**config.mk**
```make
export PLATFORM = sky130hd
export DESIGN_NAME = cla_seq_adder_ctrl
export DESIGN_NICKNAME = d
export VERILOG_FILES = /design/src/rtl/cla_seq_pkg.sv /design/src/rtl/cla4_slice.sv /design/src/rtl/cla_seq_adder_ctrl.sv
export SDC_FILE = /design/constraint.sdc
export NUM_CORES = 1
export LEC_CHECK = 0
export BUFFER_PORTS_ARGS = -buffer_cell sky130_fd_sc_hd__buf_2
export CAP_MARGIN = 0
export CORE_MARGIN = 5
export CORE_UTILIZATION = 44
export CTS_CLUSTER_SIZE = 14
export DETAILED_ROUTE_END_ITERATION = 16
export PLACE_DENSITY = 0.67
export SLEW_MARGIN = 10
export SYNTH_ARGS = -nofsm -noshare
export SYNTH_HDL_FRONTEND = slang
export SYNTH_SLANG_ARGS = --single-unit
```
**constraint.sdc**
```tcl
create_clock -name clk -period 4.5 [get_ports clk]
set_clock_uncertainty 0.05 [all_clocks]
set_input_delay 0.9 -clock clk [delete_from_list [all_inputs] [get_ports clk]]
set_output_delay 0.9 -clock clk [all_outputs]
set_load 0.1 [all_outputs]
```
**src/rtl/cla_seq_pkg.sv**
```systemverilog
// rtl/cla_seq_pkg.sv - shared types and constants for the sequential CLA adder
package cla_seq_pkg;

  localparam int SLICE_W = 4;

  typedef enum logic [1:0] {
    IDLE = 2'd0,
    RUN  = 2'd1,
    DONE = 2'd2
  } state_t;

  function automatic int calc_nslice(input int width);
    return width / SLICE_W;
  endfunction

endpackage

```
**src/rtl/cla4_slice.sv**
```systemverilog
// rtl/cla4_slice.sv - combinational 4-bit propagate/generate carry-lookahead slice
module cla4_slice
  import cla_seq_pkg::*;
(
  input  logic [SLICE_W-1:0] i_a,
  input  logic [SLICE_W-1:0] i_b,
  input  logic               i_cin,
  output logic [SLICE_W-1:0] o_sum,
  output logic               o_cout
);

  logic [SLICE_W-1:0] w_p;
  logic [SLICE_W-1:0] w_g;
  logic [SLICE_W:0]   w_c;

  assign w_p = i_a ^ i_b;
  assign w_g = i_a & i_b;

  // Every carry is a flat function of P/G and cin, no ripple inside the slice
  assign w_c[0] = i_cin;
  assign w_c[1] = w_g[0] | (w_p[0] & i_cin);
  assign w_c[2] = w_g[1] | (w_p[1] & w_g[0]) | (w_p[1] & w_p[0] & i_cin);
  assign w_c[3] = w_g[2] | (w_p[2] & w_g[1]) | (w_p[2] & w_p[1] & w_g[0])
                | (w_p[2] & w_p[1] & w_p[0] & i_cin);
  assign w_c[4] = w_g[3] | (w_p[3] & w_g[2]) | (w_p[3] & w_p[2] & w_g[1])
                | (w_p[3] & w_p[2] & w_p[1] & w_g[0])
                | (w_p[3] & w_p[2] & w_p[1] & w_p[0] & i_cin);

  assign o_sum  = w_p ^ w_c[SLICE_W-1:0];
  assign o_cout = w_c[SLICE_W];

endmodule

```
**src/rtl/cla_seq_adder_ctrl.sv**
```systemverilog
// rtl/cla_seq_adder_ctrl.sv - nibble-serial adder sequencer; CLA_SEQ_SUBTRACT_EN adds in_sub
module cla_seq_adder_ctrl
  import cla_seq_pkg::*;
#(
  parameter int WIDTH = 32
)
(
  input  logic             clk,
  input  logic             rst_n,
  input  logic             in_valid,
  output logic             in_ready,
  input  logic [WIDTH-1:0] in_a,
  input  logic [WIDTH-1:0] in_b,
  input  logic             in_cin,
`ifdef CLA_SEQ_SUBTRACT_EN
  input  logic             in_sub,
`endif
  output logic             out_valid,
  input  logic             out_ready,
  output logic [WIDTH-1:0] out_sum,
  output logic             out_cout,
  output logic             busy
);

  localparam int NSLICE = calc_nslice(WIDTH);
  localparam int IDX_W  = (NSLICE > 1) ? $clog2(NSLICE) : 1;
  localparam logic [IDX_W-1:0] LAST_IDX = IDX_W'(NSLICE - 1);

  state_t             r_state;
  state_t             w_next;
  logic [IDX_W-1:0]   r_idx;
  logic               r_carry;
  logic [WIDTH-1:0]   r_a;
  logic [WIDTH-1:0]   r_b;
  logic [WIDTH-1:0]   r_sum;
  logic               r_cout;

  logic               w_accept;
  logic               w_last;
  logic [WIDTH-1:0]   w_b_in;
  logic               w_cin_in;
  logic [SLICE_W-1:0] w_a_nib;
  logic [SLICE_W-1:0] w_b_nib;
  logic [SLICE_W-1:0] w_slice_sum;
  logic               w_slice_cout;

  assign w_accept = in_valid && (r_state == IDLE);
  assign w_last   = (r_state == RUN) && (r_idx == LAST_IDX);

`ifdef CLA_SEQ_SUBTRACT_EN
  // A - B as A + ~B + 1; cout=1 then means no borrow
  assign w_b_in   = in_sub ? ~in_b : in_b;
  assign w_cin_in = in_sub ? 1'b1 : in_cin;
`else
  assign w_b_in   = in_b;
  assign w_cin_in = in_cin;
`endif

  assign w_a_nib = r_a[SLICE_W*r_idx +: SLICE_W];
  assign w_b_nib = r_b[SLICE_W*r_idx +: SLICE_W];

  cla4_slice u_slice (
    .i_a    (w_a_nib),
    .i_b    (w_b_nib),
    .i_cin  (r_carry),
    .o_sum  (w_slice_sum),
    .o_cout (w_slice_cout)
  );

  always_ff @(posedge clk or negedge rst_n) begin
    if (!rst_n) begin
      r_state <= IDLE;
    end else begin
      r_state <= w_next;
    end
  end

  always_comb begin
    w_next = r_state;
    case (r_state)
      IDLE:    if (w_accept) w_next = RUN;
      RUN:     if (w_last) w_next = DONE;
      DONE:    if (out_ready) w_next = IDLE;
      default: w_next = IDLE;
    endcase
  end

  always_comb begin
    in_ready  = (r_state == IDLE);
    busy      = (r_state == RUN) || (r_state == DONE);
    out_valid = (r_state == DONE);
  end

  always_ff @(posedge clk or negedge rst_n) begin
    if (!rst_n) begin
      r_idx   <= '0;
      r_carry <= 1'b0;
      r_a     <= '0;
      r_b     <= '0;
      r_sum   <= '0;
      r_cout  <= 1'b0;
    end else if (w_accept) begin
      r_a     <= in_a;
      r_b     <= w_b_in;
      r_carry <= w_cin_in;
      r_idx   <= '0;
    end else if (r_state == RUN) begin
      r_sum[SLICE_W*r_idx +: SLICE_W] <= w_slice_sum;
      r_carry <= w_slice_cout;
      if (w_last) begin
        r_cout <= w_slice_cout;
        r_idx  <= '0;
      end else begin
        r_idx  <= r_idx + 1'b1;
      end
    end
  end

  assign out_sum  = r_sum;
  assign out_cout = r_cout;

endmodule

```
==> metrics.md, run 1 <==
| Metric | Value |
|---|---|
| Status | `completed` |
| CTS root buf | `clkbuf_8` |
| Yosys cell types | `46` |
| Vias | `3751` |
| CTS Buf Count | `9` |
| Pin count of the biggest net entering global routing | `78` |
| DR vias/cell | `5.12` |
| R2r worst-path depth | `8` |
| Crit path kind | `reg -> reg` |
| Initial antenna violation count | `0` |
| Mapped cell area | `4910 um^2` |
| CTS tree | `yes` |
| Final wirelength | `11.1 mm` |
| R2r setup slk | `0.93 ns` |
| Crit path DAT | `3.72 ns` |
| DRT Pass-1 Iters | `4` |
| Worst Hold Class | `reg -> reg` |
| First-pass GRT wire length | `18.7 mm` |
| # DRC | `0` |
| Post-CTS Repair Setup Buffers | `0` |
| Worst r2r src | `r_idx[0]` |
| Setup ws final | `0.932 ns` |
| Yosys top cell by area | `dfrtp_1` |
| Final Cycle Share | `0.793` |
| Drt wl/cell | `15.2 um` |
| Die width | `116 um` |
| Worst-margin pin slew | `1.15 ns` |
| Post-layout util | `0.526` |
| Ant. Diodes | `0` |
| Gr ovfl total | `0` |
| Port Buffer Count | `104` |
| Number of global-route vias before repair | `3866` |
| RePlAce Congestion | `0.813` |
| Post-CTS resize count | `0` |
| Gate Count Post-Synth | `492` |
| Most frequent cell after synthesis | `nand2_1` |
| Dpl hpwl | `8.19 mm` |
| Site Rows | `38` |
| Max Cap Viol | `0` |
| Ys Warns | `0` |
| Core Box Area | `10900 um^2` |
| Worst setup path startpoint | `r_idx[0]` |
| Final setup fails | `0` |
| Initial DRC Count | `193` |
| RSZ-0062 raised after global routing | `false` |
| Top-area cell type share of the netlist area | `0.525` |
| Slowest stage delay, CP | `0.82 ns` |
| Placed cell areas | `5530 um^2` |
| Setup TNS | `0 ns` |
| I/O pins | `105` |
| Tot Pwr | `4.83 mW` |
| FILL cells | `989` |
| Clk sinks | `103` |
| Crit end category | `flip-flop` |
| FF+latch count, synth | `103` |
| Clock buffer depth | `2` |
| Leak pwr | `3.03 nW` |
| R2r endpoint | `out_sum[30]` |
| Worst slew margin | `0.232` |
| H-tree lvl count | `3` |
| Tmin final | `3.57 ns` |
| Hold Buf Count CTS | `0` |
| Pins Over Slew Limit | `0` |
| GRT Util Overall | `0.175` |
| Async S/R FF share, synth | `1.00` |
| Final Non-Filler Cells | `733` |
| Power density cells | `844 nW/um^2` |
| Clk Latency, worst-skew pair | `0.36 ns` |
| Die ar. | `13400 um^2` |
| Ys flop type | `dfrtp_1` |
| Kind of start point of the critical path | `flip-flop` |
| Crit path to | `out_sum[30]` |
| Share of cells above drive strength 1 | `0.266` |
| Seq/Total Area, Yosys | `0.525` |
| Final Hold Fails | `0` |
| Critical-path top delay cell | `dfrtp_1` |
| Area grow syn2layout | `16.6%` |
| Syn nets | `577` |
| Synth Area per Inst | `9.97 um^2` |
| Dpl cells | `717` |
| Final #Nets | `673` |
| Critical-path cell list | `buf_4, mux4_2, nand2_1, nand2_1, ha_1, a211oi_1, nor3b_1, o32ai_1` |
| Design area | `5720 um^2` |
| Crit path top cell by count | `nand2_1` |
| F_max | `280 MHz` |
| Post-route antenna net violation count | `0` |
| Synth area leaders | `dfrtp_1 53%, nand2_1 17%, mux4_2 7.3%, ha_1 3.8%, mux2_2 3.0%` |
| CP max FO | `19` |
| Starting density of the core | `0.451` |
| Top cells by count, synth | `220 x nand2_1, 103 x dfrtp_1, 16 x inv_1, 16 x mux4_2, 15 x ha_1` |
| Worst-path clk slew | `0.09 ns` |
| Dpl ws | `0.922 ns` |
| Peak VDD IR | `0.490 mV` |
| Worst Hold Slack | `0.429 ns` |
| Crit path required time | `4.66 ns` |
| Post-synth EDFFs | `0` |
| Chip Height | `116 um` |
-- cell usage in the layout, fill, tap and decap left out, types with 9 or more instances in the layout --
master and count:
inv_1 16, mux4_2 16, o32ai_1 11, dfrtp_1 103
nand2_1 219, clkbuf_8 9, mux2_2 13, buf_2 103
ha_1 15
-- how the worst min path moves through the flow --
stage / end / slack (ns) / cells past startpoint / start
floorplan: r_a[10] / 0.39 / 2 / r_a[10]
global placement: r_b[18] / 0.40 / 2 / r_b[18]
detailed placement: r_a[5] / 0.41 / 2 / r_a[5]
CTS: r_a[5] / 0.43 / 2 / r_a[5]
global route: r_b[17] / 0.45 / 2 / r_b[17]
finish: r_a[5] / 0.43 / 2 / r_a[5]
-- metal layers --
| layer | GRT usage | wire length (um) | vias up | part of all wire |
|---|---|---|---|---|
| met5 | 0 | 0 | - | 0 |
| met4 | 0.0344 | 93 | 0 | 0.0083 |
| met3 | 0.0392 | 623 | 9 | 0.056 |
| met2 | 0.282 | 5320 | 96 | 0.48 |
| met1 | 0.246 | 5100 | 1805 | 0.46 |
| li1 | - | - | 1841 | - |
-- worst max-delay path, delay by kind of cell (launching register included) --
family          cells  cell delay, ns
buf+inv             1            0.36
flops               1            0.82
mux                 1            0.52
fa+ha+maj           1            0.33
compound gates      2            0.31
simple gates        3            1.01
-- cells by family (layout without fill, tap and decap cells) --
group                    count (synthesis)  count (layout)  synth area share
multiplexers                            32              32             0.111
flip-flops                             103             103             0.525
buffers and inverters                   39             140            0.0332
adder cells (fa/ha/maj)                 16              16            0.0423
AND/OR/NAND/NOR                        260             260             0.221
XOR/XNOR                                 1               1           0.00179
AO/OA/AOI/OAI                           41              41            0.0648
-- registers in the layout, indices dropped and copies added (netlist names) --
name / flops
r_idx: 3
out_cout: 1
r_b: 32
out_sum: 32
r_carry: 1
r_state: 2
r_a: 32
-- final cells by class --
| class | count | area [um^2] | share of cell area |
|---|---|---|---|
| clock inverters | 4 | 55.1 | 0.00962 |
| inverters | 17 | 63.8 | 0.0112 |
| multi-input cells | 350 | 2170 | 0.379 |
| flip-flops and latches | 103 | 2580 | 0.450 |
| repair buffers | 107 | 546 | 0.0953 |
| clock buffers | 12 | 135 | 0.0236 |
| well taps | 140 | 175 | 0.0306 |
-- power by group --
| group | internal, mW | switching (mW) | leakage [nW] | total, mW |
|---|---|---|---|---|
| combinational | 0.840 | 1.84 | 1.63 | 2.68 |
| sequential | 1.30 | 0.273 | 1.32 | 1.57 |
| clock | 0.262 | 0.317 | 0.0912 | 0.578 |
(Power assumes the default switching activity.)
==> run 2: changes to the inputs <==
--- a/config.mk
+++ b/config.mk
@@ -5,6 +5,7 @@
 export SDC_FILE = /design/constraint.sdc
 export NUM_CORES = 1
 export LEC_CHECK = 0
+export ABC_AREA = 1
 export BUFFER_PORTS_ARGS = -buffer_cell sky130_fd_sc_hd__buf_2
 export CAP_MARGIN = 0
 export CORE_MARGIN = 5
==> constraint.sdc (replaced) <==
create_clock -name clk -period 3.5 [get_ports clk]
set_clock_uncertainty 0.05 [all_clocks]
set_input_delay 0.7 -clock clk [delete_from_list [all_inputs] [get_ports clk]]
set_output_delay 0.7 -clock clk [all_outputs]
set_load 0.1 [all_outputs]
==> run 2 against run 1 <==
  * Cell count grew 17%
  * Core utilization is 0.24 points higher
  * Via count is 13% higher
  * Largest cell class unchanged
==> metrics.md, run 2 <==
| Metric | Value |
|---|---|
| Status | `completed` |
| Worst r2r src | `r_idx[1]` |
| R2r setup slk | `0.70 ns` |
| I/O pins | `105` |
| Pin count of the biggest net entering global routing | `68` |
| Most frequent cells in the layout | `295 x nand2_1, 103 x buf_2, 103 x dfrtp_1, 37 x nor2_1, 37 x o21ai_0` |
| Met1 usage | `0.260` |
| R2r endpoint | `out_sum[27]` |
| Worst Hold Class | `in -> async` |
| Initial DRC Count | `257` |
| CTS tree | `yes` |
| FILL cells | `1077` |
| Tmin final | `2.80 ns` |
| CTS root buf | `clkbuf_8` |
| Area grow syn2layout | `16.6%` |
| Starting density of the core | `0.453` |
| RSZ-0062 raised after global routing | `false` |
| Final Non-Filler Cells | `857` |
| Ant. Diodes | `0` |
| Hold Buf Count CTS | `0` |
| Async S/R FF share, synth | `1.00` |
| Core Box Area | `10900 um^2` |
| Final Cycle Share | `0.800` |
| Commonest non-fill, non-tap cell in the layout | `nand2_1` |
| RePlAce Congestion | `0.876` |
| Ys Warns | `0` |
| Kind of start point of the critical path | `flip-flop` |
| Top cells by count, synth | `296 x nand2_1, 103 x dfrtp_1, 37 x nor2_1, 37 x o21ai_0, 26 x inv_1` |
| R2r worst-path depth | `12` |
| Synth Area per Inst | `7.95 um^2` |
| Clk sinks | `103` |
| # DRC | `0` |
| Yosys top cell by area | `dfrtp_1` |
| CP max FO | `20` |
| Gr ovfl total | `0` |
| Most frequent cell after synthesis | `nand2_1` |
| Final setup fails | `0` |
| Drt wl/cell | `13.9 um` |
| Dpl hpwl | `8.60 mm` |
| Worst-path clk slew | `0.10 ns` |
| Vias | `4253` |
| Clk Latency, worst-skew pair | `0.37 ns` |
| Die ar. | `13400 um^2` |
| Seq/Total Area, Yosys | `0.523` |
| Synth area leaders | `dfrtp_1 52%, nand2_1 23%, ha_1 3.8%, o21ai_0 3.8%, nor2_1 2.8%` |
| DR vias/cell | `4.96` |
| Number of global-route vias before repair | `4267` |
| Share of cells above drive strength 1 | `0.199` |
| Setup TNS | `0 ns` |
| CTS Buf Count | `9` |
| F_max | `357 MHz` |
| Dpl cells | `841` |
| Crit path kind | `reg -> reg` |
| Initial antenna violation count | `0` |
| Top-area cell type share of the netlist area | `0.523` |
| Post-route antenna net violation count | `0` |
| Chip Height | `116 um` |
| H-tree lvl count | `3` |
| Final Hold Fails | `0` |
| Port Buffer Count | `104` |
| Gate Count Post-Synth | `620` |
| Worst slew margin | `0.546` |
| Clock buffer depth | `2` |
| Met3 Track Usage GR | `0.0345` |
| Worst setup path startpoint | `r_idx[1]` |
| Max Cap Viol | `0` |
| Syn nets | `705` |
| Ys flop type | `dfrtp_1` |
| Post-synth EDFFs | `0` |
| First-pass GRT wire length | `20.3 mm` |
| DRT Pass-1 Iters | `5` |
| Pins Over Slew Limit | `0` |
| Post-CTS Repair Setup Buffers | `0` |
| Die width | `116 um` |
| Mapped cell area | `4930 um^2` |
| Site Rows | `38` |
| Crit end category | `flip-flop` |
| Post-CTS resize count | `0` |
| Yosys cell types | `29` |
| GRT Util Overall | `0.188` |
| GRT busiest layer | `met2` |
| Worst-margin pin slew | `0.680 ns` |
| Crit path DAT | `3.01 ns` |
| Final wirelength | `11.9 mm` |
| Routing usage on met2 | `0.302` |
| Final #Nets | `797` |
| FF+latch count, synth | `103` |
| Crit path required time | `3.71 ns` |
-- run 2: final cells by class --
| cell class | instances | area (um^2) | share of cell area |
|---|---|---|---|
| inverters | 33 | 124 | 0.0215 |
| clock inverters | 4 | 55.1 | 0.00958 |
| multi-input cells | 457 | 2110 | 0.366 |
| clock buffers | 12 | 145 | 0.0253 |
| flip-flops and latches | 103 | 2580 | 0.448 |
| repair buffers | 108 | 566 | 0.0984 |
| well taps | 140 | 175 | 0.0305 |
-- run 2: per-stage QoR --
stage / setup WS [ns] / util / cell area (um^2) / hold slack, ns
3_5_place_dp: 0.667 / 0.510 / 5550 / 0.410
5_1_grt: 0.372 / 0.528 / 5750 / 0.345
6_report: 0.702 / 0.528 / 5750 / 0.298
2_1_floorplan: 1.24 / - / 4930 / 0.354
3_3_place_gp: 0.801 / 0.510 / 5550 / 0.409
4_1_cts: 0.674 / 0.528 / 5750 / 0.330
-- run 2: worst max-delay path, cell delays in order, from the launching register on --
cell and delay (ns):
dfrtp_1 0.72, inv_2 0.31, o21ai_0 0.18, o22ai_1 0.12, nand2_1 0.08, nand2_1 0.06
ha_1 0.33, a21oi_1 0.21, nand2_1 0.10, nand2_1 0.06, nand2_1 0.23, nand3_1 0.17
nand2_1 0.07
-- run 2: routing by layer --
metal,vias to the layer above,wire (um)
met2,109,5650
met5,-,0
li1,2142,-
met1,1982,5370
met3,20,666
met4,0,239
-- run 2: worst max path at each step --
stage                     slack (ns)          end  depth (start not counted)
after detailed placement        0.67  out_sum[29]                          9
after CTS                       0.67  out_sum[29]                          9
after global routing            0.37  out_sum[29]                          9
after global placement          0.80  out_sum[27]                         12
after floorplan                 1.24  out_sum[13]                         11
final                           0.70  out_sum[27]                         12
-- run 2: cell families (layout without fill, tap and decap cells) --
| family | count (synthesis) | in the layout | synth area share |
|---|---|---|---|
| adder cells (fa/ha/maj) | 16 | 16 | 0.0421 |
| flip-flops | 103 | 103 | 0.523 |
| AO/OA/AOI/OAI | 69 | 69 | 0.0764 |
| XOR/XNOR | 1 | 1 | 0.00178 |
| AND/OR/NAND/NOR | 371 | 371 | 0.306 |
| buffers and inverters | 60 | 157 | 0.0503 |
Power of run 2 is not shown: default switching activity piles up to over one toggle a cycle in this logic, so the estimate is an artifact.
==> run 3: changes to the inputs <==
--- a/config.mk
+++ b/config.mk
@@ -12,7 +12,7 @@
 export CORE_UTILIZATION = 44
 export CTS_CLUSTER_SIZE = 14
 export DETAILED_ROUTE_END_ITERATION = 16
-export PLACE_DENSITY = 0.67
+export PLACE_DENSITY = 0.69
 export SLEW_MARGIN = 10
 export SYNTH_ARGS = -nofsm -noshare
 export SYNTH_HDL_FRONTEND = slang
==> constraint.sdc (replaced) <==
create_clock -name clk -period 2.35 [get_ports clk]
set_clock_uncertainty 0.05 [all_clocks]
set_input_delay 0.47 -clock clk [delete_from_list [all_inputs] [get_ports clk]]
set_output_delay 0.47 -clock clk [all_outputs]
set_load 0.1 [all_outputs]
==> run 3 against run 2 <==
  * Critical path depth is the same
  * Sequential share of layout area is 1.7 points lower
  * Cell area grew 3.9%
  * Register-to-register slack lost 0.54 ns
  * Count of clock-buffer cells in the layout unchanged
  * Worst setup slack worse by 0.54 ns
  * Largest cell class unchanged
==> metrics.md, run 3 (synthesis gave the netlist of run 2 again) <==
| Metric | Value |
|---|---|
| Tmin final | `2.19 ns` |
| Die width | `116 um` |
| Drt wl/cell | `14.3 um` |
| CTS tree | `yes` |
| Dpl hpwl | `9.02 mm` |
| CP max FO | `20` |
| Die ar. | `13400 um^2` |
| Worst-path clk slew | `0.10 ns` |
| Site Rows | `38` |
| DRT Pass-1 Iters | `4` |
| # DRC | `0` |
| Crit path kind | `reg -> reg` |
| Max Cap Viol | `0` |
| RePlAce Congestion | `0.785` |
| Starting density of the core | `0.453` |
| GRT Util Overall | `0.194` |
| Worst-margin pin slew | `0.498 ns` |
| Ant. Diodes | `0` |
| Final wirelength | `12.5 mm` |
| Initial antenna violation count | `0` |
| Clk Latency, worst-skew pair | `0.38 ns` |
| Worst slew margin | `0.670` |
| Worst r2r src | `r_idx[0]` |
| Most frequent cells in the layout | `290 x nand2_1, 103 x buf_2, 103 x dfrtp_1, 36 x nor2_1, 33 x o21ai_0` |
| Setup TNS | `0 ns` |
| Area grow syn2layout | `21.2%` |
| R2r setup slk | `0.16 ns` |
| Clock buffer depth | `2` |
| Gr ovfl total | `0` |
| RSZ-0062 raised after global routing | `true` |
| Pin count of the biggest net entering global routing | `58` |
| Post-route antenna net violation count | `0` |
| Crit path required time | `2.61 ns` |
| Kind of start point of the critical path | `flip-flop` |
| R2r worst-path depth | `12` |
| H-tree lvl count | `3` |
| Initial DRC Count | `304` |
| Crit path DAT | `2.45 ns` |
| First-pass GRT wire length | `20.7 mm` |
| CTS root buf | `clkbuf_8` |
| Hold Path Depth | `3` |
| Final #Nets | `810` |
| Final setup fails | `0` |
| Chip Height | `116 um` |
| I/O pins | `105` |
| Share of cells above drive strength 1 | `0.223` |
| Vias | `4338` |
| Number of global-route vias before repair | `4368` |
| Port Buffer Count | `104` |
| Final Hold Fails | `0` |
| Hold Path End | `r_b[21]` |
| Pins Over Slew Limit | `0` |
| Status | `completed` |
| Final Cycle Share | `0.932` |
| Worst Hold Class | `in -> reg` |
| Commonest non-fill, non-tap cell in the layout | `nand2_1` |
| Clk sinks | `103` |
| F_max | `457 MHz` |
| Min-delay src | `in_b[21]` |
| DR vias/cell | `4.99` |
| CTS Buf Count | `9` |
| Core Box Area | `10900 um^2` |
| R2r endpoint | `out_sum[18]` |
| Crit end category | `flip-flop` |
## run 3: worst max path at each step
stage,start,end,slack (ns)
after floorplan,r_idx[0],out_sum[13],0.09
after global placement,r_idx[0],out_sum[15],0.13
after detailed placement,r_idx[0],out_sum[7],0.07
after CTS,r_idx[0],out_sum[2],0.06
after global routing,r_idx[0],out_sum[23],-0.04
final,r_idx[0],out_sum[18],0.16
## run 3: area by class of cell
class	count	area (um^2)
Clock buffer	12	155
Clock inverter	4	76.3
Fill cell	1027	4920
Inverter	33	124
Multi-Input combinational cell	457	2140
Sequential cell	103	2580
Tap cell	140	175
Timing Repair Buffer	121	721
## run 3: worst max-delay path, cell delays in order, from the launching register on
cell,delay (ns)
dfrtp_1,0.43
inv_2,0.09
buf_12,0.15
o21ai_0,0.18
o22ai_1,0.09
nand2_1,0.09
nand2_2,0.08
ha_1,0.31
nand3_1,0.13
nand4_1,0.17
nand2_4,0.16
inv_1,0.07
o21ai_1,0.13
## run 3: layer usage
metal  routed length (um)  part of all wire  vias to the layer above  track usage
li1                     -                 -                     2173            -
met4                  183             0.015                        0       0.0596
met5                    0                 0                        -            0
met1                 5670              0.45                     2040        0.267
met2                 6010              0.48                      108        0.311
met3                  617             0.049                       17       0.0376
## run 3: what timing repair did
action / CTS / global route
endpoints found under the hold margin: 21 / 0
setup endpoints to repair: 0 / 26
setup buffers: 0 / 0
gates resized for setup: 0 / 13
hold buffers: 1 / 0
## run 3: metrics by stage
| step | area (um^2) | hold WS (ns) | utilization | setup slack [ns] | cells |
|---|---|---|---|---|---|
| final | 5970 | 0.221 | 0.548 | 0.161 | 870 |
| after global routing | 5970 | 0.221 | 0.548 | -0.0445 | 870 |
| after detailed placement | 5670 | 0.337 | 0.521 | 0.0722 | 852 |
| after global placement | 5670 | 0.336 | 0.521 | 0.134 | 852 |
| after floorplan | 4930 | 0.124 | - | 0.0947 | 620 |
| after CTS | 5910 | 0.211 | 0.543 | 0.0570 | 869 |
Power of run 3 is left out for the same reason.
